## src/rtl/fp32_mul_pkg.sv

```systemverilog
// Shared types for the FP32 multiplier issue/collect stage.
// Flag ordering matches the multiplier core: {nan, inf, ovf, unf}.
package fp32_mul_pkg;

    localparam logic [31:0] FP32_QNAN = 32'h7FC0_0000;

    typedef struct packed {
        logic nan;
        logic inf;
        logic ovf;
        logic unf;
    } fp_flags_t;

    localparam fp_flags_t FLAGS_TIMEOUT = '{nan: 1'b1, inf: 1'b0, ovf: 1'b0, unf: 1'b0};

    typedef enum logic [1:0] {
        IDLE,
        ISSUE,
        WAIT,
        OUT
    } seq_state_t;

endpackage

```

## src/rtl/fp32_sync_fifo.sv

```systemverilog
// Single-clock FIFO; pop_dat shows the head combinationally (zero-latency read).
// Pushes while full and pops while empty are ignored, so callers may drive them freely.
module fp32_sync_fifo #(
    parameter int WIDTH = 64,
    parameter int DEPTH = 4
) (
    input  logic             clk,
    input  logic             rst,
    input  logic             push,
    input  logic [WIDTH-1:0] push_dat,
    input  logic             pop,
    output logic [WIDTH-1:0] pop_dat,
    output logic             full,
    output logic             empty
);

    localparam int AW = $clog2(DEPTH);

    logic [WIDTH-1:0] mem [DEPTH];
    // One extra pointer bit distinguishes full from empty.
    logic [AW:0]      wr_ptr;
    logic [AW:0]      rd_ptr;
    logic             do_push;
    logic             do_pop;

    assign do_push = push && !full;
    assign do_pop  = pop && !empty;
    assign empty   = (wr_ptr == rd_ptr);
    assign full    = (wr_ptr[AW] != rd_ptr[AW]) && (wr_ptr[AW-1:0] == rd_ptr[AW-1:0]);
    assign pop_dat = mem[rd_ptr[AW-1:0]];

    always_ff @(posedge clk) begin
        if (rst) begin
            wr_ptr <= '0;
            rd_ptr <= '0;
        end else begin
            if (do_push) wr_ptr <= wr_ptr + (AW+1)'(1);
            if (do_pop)  rd_ptr <= rd_ptr + (AW+1)'(1);
        end
    end

    always_ff @(posedge clk) begin
        if (do_push) mem[wr_ptr[AW-1:0]] <= push_dat;
    end

endmodule

```

## src/rtl/fp32_mul_sequencer.sv

```systemverilog
// Issue/collect stage for the FP32 multiplier: buffers operand pairs, runs one multiply
// at a time, returns product/flags on a valid/ready stream, and times out a hung core.
module fp32_mul_sequencer
    import fp32_mul_pkg::*;
#(
    parameter int FIFO_DEPTH     = 4,
    parameter int TIMEOUT_CYCLES = 64,
    parameter int CNT_W          = 16
) (
    input  logic             clk,
    input  logic             rst,
    input  logic             op_valid_i,
    output logic             op_ready_o,
    input  logic [31:0]      op_a_i,
    input  logic [31:0]      op_b_i,
    output logic [31:0]      mul_a_o,
    output logic [31:0]      mul_b_o,
    output logic             mul_start_o,
    input  logic             mul_done_i,
    input  logic [31:0]      mul_product_i,
    input  logic [3:0]       mul_flags_i,
    output logic             res_valid_o,
    input  logic             res_ready_i,
    output logic [31:0]      res_product_o,
    output logic [3:0]       res_flags_o,
    output logic             res_timeout_o,
    output logic             busy_o,
    output logic [CNT_W-1:0] count_o
);

    localparam int TW = $clog2(TIMEOUT_CYCLES + 1);

    seq_state_t       state;
    seq_state_t       state_nxt;
    logic [63:0]      fifo_dat;
    logic             fifo_full;
    logic             fifo_empty;
    logic             fifo_pop;
    logic             done_q;
    logic             done_edge;
    logic [TW-1:0]    timer;
    logic             load_ops;
    logic             timer_clr;
    logic             timer_inc;
    logic             cap_done;
    logic             cap_timeout;
    logic             res_fire;
    logic [31:0]      mul_a_q;
    logic [31:0]      mul_b_q;
    logic [31:0]      res_product_q;
    fp_flags_t        res_flags_q;
    logic             res_timeout_q;
    logic [CNT_W-1:0] count_q;

    fp32_sync_fifo #(
        .WIDTH (64),
        .DEPTH (FIFO_DEPTH)
    ) u_fifo (
        .clk      (clk),
        .rst      (rst),
        .push     (op_valid_i && !fifo_full),
        .push_dat ({op_a_i, op_b_i}),
        .pop      (fifo_pop),
        .pop_dat  (fifo_dat),
        .full     (fifo_full),
        .empty    (fifo_empty)
    );

    // A done level left high from an earlier op must not count as a new completion.
    assign done_edge = mul_done_i && !done_q;

    always_comb begin
        state_nxt   = state;
        fifo_pop    = 1'b0;
        load_ops    = 1'b0;
        timer_clr   = 1'b0;
        timer_inc   = 1'b0;
        cap_done    = 1'b0;
        cap_timeout = 1'b0;
        res_fire    = 1'b0;
        mul_start_o = 1'b0;
        res_valid_o = 1'b0;
        case (state)
            IDLE: begin
                if (!fifo_empty) begin
                    fifo_pop  = 1'b1;
                    load_ops  = 1'b1;
                    state_nxt = ISSUE;
                end
            end
            ISSUE: begin
                mul_start_o = 1'b1;
                timer_clr   = 1'b1;
                state_nxt   = WAIT;
            end
            WAIT: begin
                if (done_edge) begin
                    cap_done  = 1'b1;
                    state_nxt = OUT;
                end else if (timer == TW'(TIMEOUT_CYCLES - 1)) begin
                    cap_timeout = 1'b1;
                    state_nxt   = OUT;
                end else begin
                    timer_inc = 1'b1;
                end
            end
            OUT: begin
                res_valid_o = 1'b1;
                if (res_ready_i) begin
                    res_fire  = 1'b1;
                    state_nxt = IDLE;
                end
            end
            default: state_nxt = IDLE;
        endcase
    end

    always_ff @(posedge clk) begin
        if (rst) begin
            state         <= IDLE;
            done_q        <= 1'b0;
            timer         <= '0;
            mul_a_q       <= '0;
            mul_b_q       <= '0;
            res_product_q <= '0;
            res_flags_q   <= '0;
            res_timeout_q <= 1'b0;
            count_q       <= '0;
        end else begin
            state  <= state_nxt;
            done_q <= mul_done_i;
            if (load_ops) begin
                mul_a_q <= fifo_dat[63:32];
                mul_b_q <= fifo_dat[31:0];
            end
            if (timer_clr)      timer <= '0;
            else if (timer_inc) timer <= timer + TW'(1);
            if (cap_done) begin
                res_product_q <= mul_product_i;
                res_flags_q   <= fp_flags_t'(mul_flags_i);
                res_timeout_q <= 1'b0;
            end else if (cap_timeout) begin
                res_product_q <= FP32_QNAN;
                res_flags_q   <= FLAGS_TIMEOUT;
                res_timeout_q <= 1'b1;
            end
            if (res_fire) count_q <= count_q + CNT_W'(1);
        end
    end

    assign op_ready_o    = !fifo_full;
    assign mul_a_o       = mul_a_q;
    assign mul_b_o       = mul_b_q;
    assign res_product_o = res_product_q;
    assign res_flags_o   = res_flags_q;
    assign res_timeout_o = res_timeout_q;
    assign count_o       = count_q;
    assign busy_o        = (state != IDLE) || !fifo_empty;

endmodule
```

## config.mk

```make
export PLATFORM = sky130hd
export DESIGN_NAME = fp32_mul_sequencer
export DESIGN_NICKNAME = d
export VERILOG_FILES = /design/src/rtl/fp32_mul_pkg.sv /design/src/rtl/fp32_sync_fifo.sv /design/src/rtl/fp32_mul_sequencer.sv
export SDC_FILE = /design/constraint.sdc
export NUM_CORES = 1
export LEC_CHECK = 0
export ABC_AREA = 1
export BUFFER_PORTS_ARGS = -buffer_cell sky130_fd_sc_hd__buf_2
export CAP_MARGIN = 20
export CORE_MARGIN = 2
export CORE_UTILIZATION = 57
export CTS_CLUSTER_DIAMETER = 120
export CTS_CLUSTER_SIZE = 12
export DETAILED_ROUTE_END_ITERATION = 7
export HOLD_SLACK_MARGIN = 0.03
export MAX_ROUTING_LAYER = met4
export PLACE_DENSITY = 0.79
export SETUP_SLACK_MARGIN = 0.15
export SLEW_MARGIN = 20
export SYNTH_ARGS = -nofsm -noshare
export SYNTH_HDL_FRONTEND = slang
export SYNTH_HIERARCHICAL = 1
export SYNTH_SLANG_ARGS = --single-unit
```

## constraint.sdc

```tcl
create_clock -name clk -period 6.11 [get_ports clk]
set_input_delay 0.9165 -clock clk [delete_from_list [all_inputs] [get_ports clk]]
set_output_delay 0.9165 -clock clk [all_outputs]
set_load 0.05 [all_outputs]
```

==> results.toml, run 1 <==
[sta]
setup_ws_ns = 2.849
final.setup.tns_ns = 0
setup_viol = 0
fmax_mhz = 306.7
grt_setup_unrepaired = "no"
slew_headroom_pct = 29.43
period_minus_slack_ns = 3.261
holdWs_ns = 0.4785
hold_viol = 0
clock_skew_ns = 0.01573
fin_crit_sh_pct = 53.37
slew_viol_final = 0
tightest_slew_ns = 1.056

[yosys]
ys.flop_type = "edfxtp_1"
syn_inst = 1350
ys_top_cells_by_count = "325 x nor2_1, 256 x edfxtp_1, 153 x o21ai_0"
syn_avg_cell_area_um2 = 11.03
synth.top_cells.by_area = "edfxtp_1 52%, dfxtp_1 18%, nor2_1 8.2%"
async_flop_share_pct = 0
yosysMostFrequentCell = "nor2_1"
synth_top_area_cell = "edfxtp_1"
netlist_area_um2 = 14890
synth_edf_count = 256
synth_nets = 1467
yosysTopAreaCellShare_pct = 51.63
yosysWarnings = 6
ys_seq_elements = 391
ys_seq_area_share_pct = 69.79
ys_types = 32

[critical_path]
cpMostUsedCell = "nand2_1"
r2r_slack_ns = 2.85
critPathCaptureType = "flip-flop"
critPathMaxFanout = 33
required_ns = 6.27
cp_slowest_cell = "nor2_4"
critPathLaunchType = "flip-flop"
r2r_end = "u_fifo/mem[1][50]$_DFFE_PP_"
cp.arrival_ns = 3.42
worstSetupPathType = "flip-flop to flip-flop"
ff2ff_path_depth = 9
crit_buf_inv = 3
slowest_delay_ns = 0.86
critPathTopFamily = "simple AND/OR/NAND/NOR gates"
r2r_start = "u_fifo/wr_ptr[0]$_SDFFE_PP0P_"
worstPathCellList = "inv_2, nand2_1, nand2_1, nand3_2, inv_1, nor2_1, nand2_1, nor2_4, buf_4"

[power]
p_clk_share_pct = 24.9
p_switching_mw = 3.363
ir_drop_mv = 0.2779
p_leak_nw = 6.712
power_density_nw_per_um2 = 489.9
power_frac_seq_pct = 40.2
switching_share_pct = 39.88
p_int_mw = 5.069
share_comb_of_total_power_pct = 34.9
power_mw = 8.432

[drt]
via_count = 10590
detail_route.wl_per_cell_um = 16.83
first_pass_iters = 5
drc = 0
ant_nets = 0
initialDrtViolationCount = 1054
vias_per_cell = 5.514
finalWirelength_um = 32320

[hold_path]
min_to = "res_product_o[19]$_SDFFE_PP0P_"
hold_path_depth = 2
min_from = "res_product_o[19]$_SDFFE_PP0P_"
hold_path.class = "flip-flop to flip-flop"

[clock_network]
cts_resized = 0
cts_max_level = 2
cts_hold_repair.buffers = 0
cts_buffer_depth = 3
cts_buffers = 38
postCtsSetupBuffers = 0
clk_latency_ns = 0.53
path_clk_slew_ns = 0.06
cts-root-buf = "clkbuf_16"
cts_tree = "yes"
cts.sinks = 391

[layout]
post-route-cell-area_um2 = 17210
final_nets = 1666
fin_cells = 1921
area.growth.synth_to_final_pct = 15.60
fillCellCount = 1919
layout-drive-gt1-share_pct = 19.02
fin_util_pct = 66.61

[outcome]
outcome = "complete, no violations"

[global_routing]
grt_overflow = 0
antenna_found_initial = 9
grt.total_usage_pct = 23.60
grt_max_degree = 87
grt_pass1_vias = 10120
grt_pass1_wl_um = 51100

[floorplanning]
ios = 226
die_area_um2 = 27430
dieHeight_um = 165.6
fp.dieW_um = 165.6
initial_core_util_pct = 57.62
fp.coreArea_um2 = 25840
row_count = 59

[job]
cap_violations = 0

[placed_design]
hpwlAfterDp_um = 18870
placed_area_um2 = 16090
dp.cells = 1844
gp_routability_congestion = 0.8515
pre_cts_slack_ns = 2.674
io_buffers = 225
[final cells by class]
cell class              count  area (µm²)  share of cell area (%)
well taps                 335       419.2                   2.435
flip-flops and latches    391       10400                   60.40
diodes                      9       22.52                  0.1309
inverters                  60       231.5                   1.345
clock inverters             4       41.29                  0.2399
repair buffers            235        1201                   6.979
multi-input cells         823        3851                   22.38
clock buffers              64        1049                   6.092
[layer usage]
metal / share of wire (%) / track usage (%) / vias up / routed length (µm)
met5: 0 / - / - / 0
met4: 2.5 / 9.187 / 0 / 801
met3: 7.5 / 4.444 / 59 / 2425
met2: 49 / 38.32 / 431 / 15730
met1: 41 / 29.65 / 5008 / 13370
li1: - / - / 5095 / -
[registers in the layout (all words and copies together), names as in the netlist, 4 cells and up, named ones only]
register / flops
count_o: 16
mul_a_o: 32
mul_b_o: 32
res_flags_o: 4
res_product_o: 32
timer: 7
u_fifo/mem: 256
[logic make-up (layout without fill, tap and decap cells)]
logic type / Yosys count / in the layout / synth area share, %
xor+xnor: 3 / 3 / 0.1765
flops: 391 / 391 / 69.79
buf+inv: 136 / 363 / 4.597
other cells: 0 / 9 / 0
simple gates: 487 / 487 / 12.96
fa+ha+maj: 12 / 12 / 1.008
compound gates: 321 / 321 / 11.47
[worst min-delay path, delay by kind of cell (launching register included)]
kind | cells | cell delay (ns)
compound gates | 1 | 0.05
simple gates | 1 | 0.07
flops | 1 | 0.30
[worst max path at each step]
stage	from	endpoint	slack (ns)	cells after the start
floorplan	op_valid_i	u_fifo/mem[0][0]$_DFFE_PP_	1.64	4
global placement	op_valid_i	u_fifo/mem[2][22]$_DFFE_PP_	2.72	6
detailed placement	op_valid_i	u_fifo/mem[1][51]$_DFFE_PP_	2.67	6
CTS	u_fifo/wr_ptr[1]$_SDFFE_PP0P_	u_fifo/mem[1][51]$_DFFE_PP_	2.83	9
global route	u_fifo/wr_ptr[0]$_SDFFE_PP0P_	u_fifo/mem[1][63]$_DFFE_PP_	2.59	9
finish	u_fifo/wr_ptr[0]$_SDFFE_PP0P_	u_fifo/mem[1][50]$_DFFE_PP_	2.85	9
[cells in the final DEF, fill, tap and decap left out, types with 2 or more instances in the layout]
cell / instances
nand3_1: 44
inv_1: 53
nor2_4: 5
xor2_1: 2
clkbuf_1: 26
o21ai_1: 56
buf_2: 225
o22ai_1: 64
dfxtp_1: 133
nor2_2: 3
edfxtp_1: 256
a21oi_1: 43
inv_6: 2
nor2_1: 320
nand2_2: 2
inv_2: 4
nand4_1: 3
nand3b_1: 2
buf_4: 10
o21ai_0: 153
nor3_1: 2
clkbuf_16: 38
diode_2: 9
ha_1: 12
inv_4: 2
nand2_1: 103
a31oi_2: 2
nand3_2: 2
[power groups by stage]
stage | clock, mW | sequential (mW) | combinational [mW]
finish | 2.10 | 3.39 | 2.94
global route | 2.24 | 3.43 | 3.20
CTS | 2.14 | 3.39 | 2.94
detailed placement | 0 | 3.44 | 2.92
global placement | 0 | 3.43 | 2.88
floorplan | 0 | 4.24 | 1.45
Note: power is estimated with default switching activity, not from simulation.
==> run 2: changes to the inputs <==
--- a/config.mk
+++ b/config.mk
@@ -5,17 +5,17 @@
 export SDC_FILE = /design/constraint.sdc
 export NUM_CORES = 1
 export LEC_CHECK = 0
-export ABC_AREA = 1
+export ABC_AREA = 0
 export BUFFER_PORTS_ARGS = -buffer_cell sky130_fd_sc_hd__buf_2
 export CAP_MARGIN = 20
 export CORE_MARGIN = 2
-export CORE_UTILIZATION = 57
+export CORE_UTILIZATION = 56
 export CTS_CLUSTER_DIAMETER = 120
 export CTS_CLUSTER_SIZE = 12
 export DETAILED_ROUTE_END_ITERATION = 7
 export HOLD_SLACK_MARGIN = 0.03
 export MAX_ROUTING_LAYER = met4
-export PLACE_DENSITY = 0.79
+export PLACE_DENSITY = 0.78
 export SETUP_SLACK_MARGIN = 0.15
 export SLEW_MARGIN = 20
 export SYNTH_ARGS = -nofsm -noshare
==> constraint.sdc (replaced) <==
create_clock -name clk -period 3.3 [get_ports clk]
set_input_delay 0.495 -clock clk [delete_from_list [all_inputs] [get_ports clk]]
set_output_delay 0.495 -clock clk [all_outputs]
set_load 0.05 [all_outputs]
==> run 2 against run 1 <==
  * Non-clock buffer count is 7 higher
  * Wire length is 6.4% lower
  * Via count is 18% lower
  * Cell area is 1.1% lower
  * Combinational power is 57% higher
  * Global-route usage is 0.59 points lower
  * Sequential share of layout area is 0.69 points higher
  * Clock power is 88% higher
  * Total power is 80% higher
  * Register-to-register slack worse by 2.4 ns
==> results.toml, run 2 <==
[outcome]
outcome = "complete, no violations"

[critical_path]
critPathCaptureType = "output port"
critPathMaxFanout = 8
r2r_start = "u_fifo/wr_ptr[1]$_SDFFE_PP0P_"
cp.arrival_ns = 2.48
required_ns = 2.80
setup.worst_path.start = "u_fifo/wr_ptr[0]$_SDFFE_PP0P_"
critPathLaunchType = "flip-flop"
worstSetupPathType = "flip-flop to output port"
r2r_slack_ns = 0.41

[clock_network]
clk_latency_ns = 0.52
cts_buffers = 38
path_clk_slew_ns = 0.06
cts_hold_repair.buffers = 0
cts-root-buf = "clkbuf_16"
cts_resized = 0
cts.sinks = 391
cts_tree = "yes"
cts_buffer_depth = 3
postCtsSetupBuffers = 0
cts_max_level = 2

[sta]
period_minus_slack_ns = 2.973
holdWs_ns = 0.1841
slew_headroom_pct = 36.50
hold_viol = 0
final.setup.tns_ns = 0
setup_viol = 0
fmax_mhz = 336.4
fin_crit_sh_pct = 90.09
clock_skew_ns = 0.01169
slew_viol_final = 0
setup_ws_ns = 0.3272
grt_setup_unrepaired = "no"
tightest_slew_ns = 0.9525

[global_routing]
grt.total_usage_pct = 23.01
grt_pass1_wl_um = 46160
grt_overflow = 0
grt_pass1_vias = 8482
antenna_found_initial = 8
grt_max_degree = 65

[yosys]
yosysMostFrequentCell = "edfxtp_1"
yosysWarnings = 6
synthMuxAreaShare_pct = 10.03
ys_top_cells_by_count = "256 x edfxtp_1, 145 x nand2_1, 135 x dfxtp_1"
synth_top_family_by_area = "multiplexers"
syn_inst = 916
synth_nets = 1033
synth_xor_area_share_pct = 1.219
synth_compound_area_share_pct = 6.581
ys.flop_type = "edfxtp_1"
async_flop_share_pct = 0
synth-simple-area-share_pct = 6.842
yosysTopAreaCellShare_pct = 53.48
synthAdderAreaFrac_pct = 1.045
syn_avg_cell_area_um2 = 15.69
ys_seq_area_share_pct = 72.28
synth_edf_count = 256
ys_seq_elements = 391
synth.top_cells.by_area = "edfxtp_1 53%, dfxtp_1 19%, mux4_2 10%"
synth_top_area_cell = "edfxtp_1"
ys_types = 48
netlist_area_um2 = 14370

[floorplanning]
row_count = 58
fp.coreArea_um2 = 25180
dieHeight_um = 164.2
ios = 226
die_area_um2 = 26960
initial_core_util_pct = 57.08
fp.dieW_um = 164.2

[drt]
detail_route.wl_per_cell_um = 19.98
drc = 0
finalWirelength_um = 30250
ant_nets = 0
initialDrtViolationCount = 821
first_pass_iters = 5
vias_per_cell = 5.703
via_count = 8634

[layout]
final_nets = 1265
layout-drive-gt1-share_pct = 31.46
fin_util_pct = 67.59
final_common_cell = "edfxtp_1"
area.growth.synth_to_final_pct = 18.42
post-route-cell-area_um2 = 17020
largest_reg_flops = 256
mostFrequentLayoutCells = "256 x edfxtp_1, 224 x buf_2, 145 x nand2_1"
fillCellCount = 1688
fin_cells = 1514
multi_input_comb_area_um2 = 3726
seq_area_um2 = 10400

[job]
cap_violations = 0

[placed_design]
io_buffers = 225
dp.cells = 1438
hpwlAfterDp_um = 18920
placed_area_um2 = 15890
pre_cts_slack_ns = 0.4826
gp_routability_congestion = 0.8425

[power]
power_mw = 15.20
power_density_nw_per_um2 = 892.8
p_leak_nw = 6.197
ir_drop_mv = 0.8872

[hold_path]
min_from = "op_a_i[24]"
hold_path.class = "input port to flip-flop"
==> run 2: critical path, cell delays in order (launching register included) <==
cell	delay, ns
dfxtp_1	0.38
xnor2_1	0.64
nand2_1	0.25
nor2_1	0.28
nand2_1	0.15
buf_2	0.25
==> run 2: worst paths after layout <==
path	end	depth (start not counted)
setup / recovery	busy_o	5
hold / removal	u_fifo/mem[1][56]$_DFFE_PP_	1
setup reg to reg	u_fifo/mem[2][16]$_DFFE_PP_	8
hold reg to reg	mul_b_o[11]$_SDFFE_PP0P_	2
==> run 2: report_power, final <==
| group | internal (mW) | leakage, nW | total, mW | switching (mW) |
|---|---|---|---|---|
| Sequential | 6.18 | 3.45 | 6.64 | 0.455 |
| Clock | 2.22 | 0.525 | 3.94 | 1.72 |
| Combinational | 1.33 | 2.22 | 4.62 | 3.30 |
==> run 2: cell families (layout without fill, tap and decap cells) <==
kind of cell / after synthesis / in the layout
mux: 64 / 64
fa+ha+maj: 12 / 12
other cells: 0 / 8
xor+xnor: 20 / 20
compound gates: 145 / 145
buf+inv: 62 / 322
flops: 391 / 391
simple gates: 222 / 222
==> run 2: per-layer routing <==
layer / vias to the layer above / part of all wire, % / track usage, %
li1: 3962 / - / -
met1: 4273 / 42 / 30.35
met2: 341 / 48 / 36.34
met3: 58 / 8.0 / 5.051
met4: 0 / 2.4 / 6.818
met5: - / 0 / -
==> run 2: cell type report <==
type                    instances  area share, %
flip-flops and latches        391          61.09
multi-input cells             463          21.89
repair buffers                242          7.674
clock buffers                  65          6.307
well taps                     330          2.426
inverters                      12         0.2646
clock inverters                 3         0.2352
diodes                          8         0.1176
==> run 3: changes to the inputs <==
--- a/config.mk
+++ b/config.mk
@@ -20,5 +20,5 @@
 export SLEW_MARGIN = 20
 export SYNTH_ARGS = -nofsm -noshare
 export SYNTH_HDL_FRONTEND = slang
-export SYNTH_HIERARCHICAL = 1
 export SYNTH_SLANG_ARGS = --single-unit
+export TNS_END_PERCENT = 30
==> run 3 against run 2 <==
  * Sequential power is 10% lower
  * Cell count decreased by 0.79%
  * Cell area shrank 0.62%
  * Combinational power down 9.7%
  * Critical path type unchanged
  * Critical endpoint unchanged
  * First-iteration DRC count increased by 0.97%
  * Utilization down 0.42 points
  * Synthesized cell count fell by 0.87%
  * Via count shrank 1.4%
  * Sequential cell count down 2
  * Fmax is 6.1% higher
  * Synthesized area decreased by 0.24%
  * Hold slack got worse by 0.0044 ns
==> results.toml, run 3 <==
[critical_path]
critPathCaptureType = "output port"
critPathMaxFanout = 67
cp.arrival_ns = 2.31
r2r_slack_ns = 0.86
required_ns = 2.80
critPathLaunchType = "flip-flop"
worstSetupPathType = "flip-flop to output port"

[outcome]
outcome = "complete, no violations"

[global_routing]
antenna_found_initial = 8
grt_pass1_vias = 8329
grt_pass1_wl_um = 46330
grt.total_usage_pct = 23.30
grt_overflow = 0
grt_max_degree = 74

[floorplanning]
row_count = 58
die_area_um2 = 26900
ios = 226
dieHeight_um = 164.0
initial_core_util_pct = 56.95
fp.coreArea_um2 = 25180
fp.dieW_um = 164.0

[clock_network]
path_clk_slew_ns = 0.06
cts_tree = "yes"
clk_latency_ns = 0.53
cts.sinks = 389
cts_hold_repair.buffers = 0
cts_max_level = 2
cts_buffers = 38
cts_buffer_depth = 3
postCtsSetupBuffers = 0
cts_resized = 0
cts-root-buf = "clkbuf_16"

[drt]
vias_per_cell = 5.670
detail_route.wl_per_cell_um = 20.68
finalWirelength_um = 31060
ant_nets = 0
drc = 0
via_count = 8517
first_pass_iters = 5
initialDrtViolationCount = 829

[placed_design]
pre_cts_slack_ns = 0.8957
hpwlAfterDp_um = 18810
dp.cells = 1425
gp_routability_congestion = 0.8195
io_buffers = 225

[power]
switching_share_pct = 34.27
share_comb_of_total_power_pct = 29.6
p_leak_nw = 6.194
p_switching_mw = 4.831
p_clk_share_pct = 28.1
power_frac_seq_pct = 42.3
power_density_nw_per_um2 = 833.2
ir_drop_mv = 0.5556
p_int_mw = 9.264

[yosys]
yosysWarnings = 0
syn_inst = 908
syn_avg_cell_area_um2 = 15.79
async_flop_share_pct = 0
synth_top_area_cell = "edfxtp_1"
synth_edf_count = 256
yosysMostFrequentCell = "edfxtp_1"
ys_types = 51
synth_nets = 1025
ys_seq_elements = 389
synth.top_cells.by_area = "edfxtp_1 54%, dfxtp_1 19%, mux4_2 10%"
ys_top_cells_by_count = "256 x edfxtp_1, 148 x nand2_1, 133 x dfxtp_1"
ys.flop_type = "edfxtp_1"
yosysTopAreaCellShare_pct = 53.61
ys_seq_area_share_pct = 72.18
netlist_area_um2 = 14340

[sta]
period_minus_slack_ns = 2.802
hold_viol = 0
slew_headroom_pct = 34.04
slew_viol_final = 0
clock_skew_ns = 0.01698
final.setup.tns_ns = 0
setup_viol = 0
fmax_mhz = 356.8
fin_crit_sh_pct = 84.92
tightest_slew_ns = 0.9883
setup_ws_ns = 0.4976
grt_setup_unrepaired = "no"

[layout]
final_common_cell = "edfxtp_1"
layout-drive-gt1-share_pct = 31.41
final_nets = 1252
largest_reg_flops = 256
area.growth.synth_to_final_pct = 17.97
fin_cells = 1502
mostFrequentLayoutCells = "256 x edfxtp_1, 224 x buf_2, 148 x nand2_1"

[hold_path]
hold_path.class = "input port to flip-flop"

[job]
cap_violations = 0
run 3: changes by cell type in the layout (fill, tap and decap cells not counted), moves of 3 or more:
| cell | delta |
|---|---|
| o221a_2 | -10 |
| nor2_1 | +9 |
| nor3_1 | +7 |
| o211ai_1 | -5 |
| and2_1 | +3 |
| nand3_1 | -4 |
| nor3b_1 | -3 |
| o21ai_0 | -6 |
| buf_4 | -6 |
| nand2_1 | +3 |
| nand4_1 | -4 |
| mux2i_1 | +3 |
run 3: area by class of cell:
type	count	area [µm²]
antenna	10	25.02
clock buffer	64	1070
clock inverter	3	41.29
fill	1663	8265
inverter	10	37.54
multi-input combinational	458	3671
sequential	389	10360
tap	330	412.9
timing repair buffer	238	1301
run 3: metrics by stage:
step | area, µm² | hold WS (ns) | util [%] | total power, mW
6_report | 16920 | 0.1797 | 67.18 | 14.09
5_1_grt | 16910 | 0.1659 | 67.16 | 14.67
4_1_cts | 16890 | 0.1620 | 67.08 | 14.20
3_5_place_dp | 15780 | 0.4441 | 62.67 | 10.22
3_3_place_gp | 15780 | 0.4414 | 62.67 | 10.14
2_1_floorplan | 14340 | 0.4617 | - | 9.253
run 3: logic make-up (layout without fill, tap and decap cells):
kind of cell / count (synthesis) / count (layout) / synth area share (%)
flops: 389 / 389 / 72.18
simple gates: 236 / 236 / 7.547
compound gates: 123 / 123 / 5.401
mux: 67 / 67 / 10.26
buf+inv: 61 / 315 / 2.295
xor+xnor: 20 / 20 / 1.274
fa+ha+maj: 12 / 12 / 1.047
other cells: 0 / 10 / 0
run 3: metal layers:
layer	global-route usage, %	wire, µm	vias to the layer above
li1	-	-	3869
met1	29.71	12540	4216
met2	37.09	15180	362
met3	5.758	2404	70
met4	7.775	929	0
met5	-	0	-
run 3: path summary, 6_finish.rpt:
check | start | endpoint | cells after the start
worst max register to register | u_fifo.wr_ptr[1]$_SDFFE_PP0P_ | u_fifo.mem[2][57]$_DFFE_PP_ | 4
worst min register to register | mul_b_o[14]$_SDFFE_PP0P_ | mul_b_o[14]$_SDFFE_PP0P_ | 2
worst max-delay path | u_fifo.rd_ptr[1]$_SDFFE_PP0P_ | busy_o | 4
worst min-delay path | op_b_i[26] | u_fifo.mem[1][26]$_DFFE_PP_ | 1
run 3: power by group through the flow:
stage / registers, mW / logic (mW) / clock network (mW)
2_1_floorplan: 7.10 / 2.15 / 0
3_3_place_gp: 6.03 / 4.11 / 0
3_5_place_dp: 6.06 / 4.16 / 0
4_1_cts: 5.97 / 4.20 / 4.03
5_1_grt: 6.02 / 4.46 / 4.20
6_report: 5.97 / 4.17 / 3.96
run 3: worst max-delay path, stage by stage (launching register included):
cell and delay [ns]:
dfxtp_4 0.34, buf_4 0.70, xnor2_1 0.22, nand4_1 0.23
buf_2 0.29
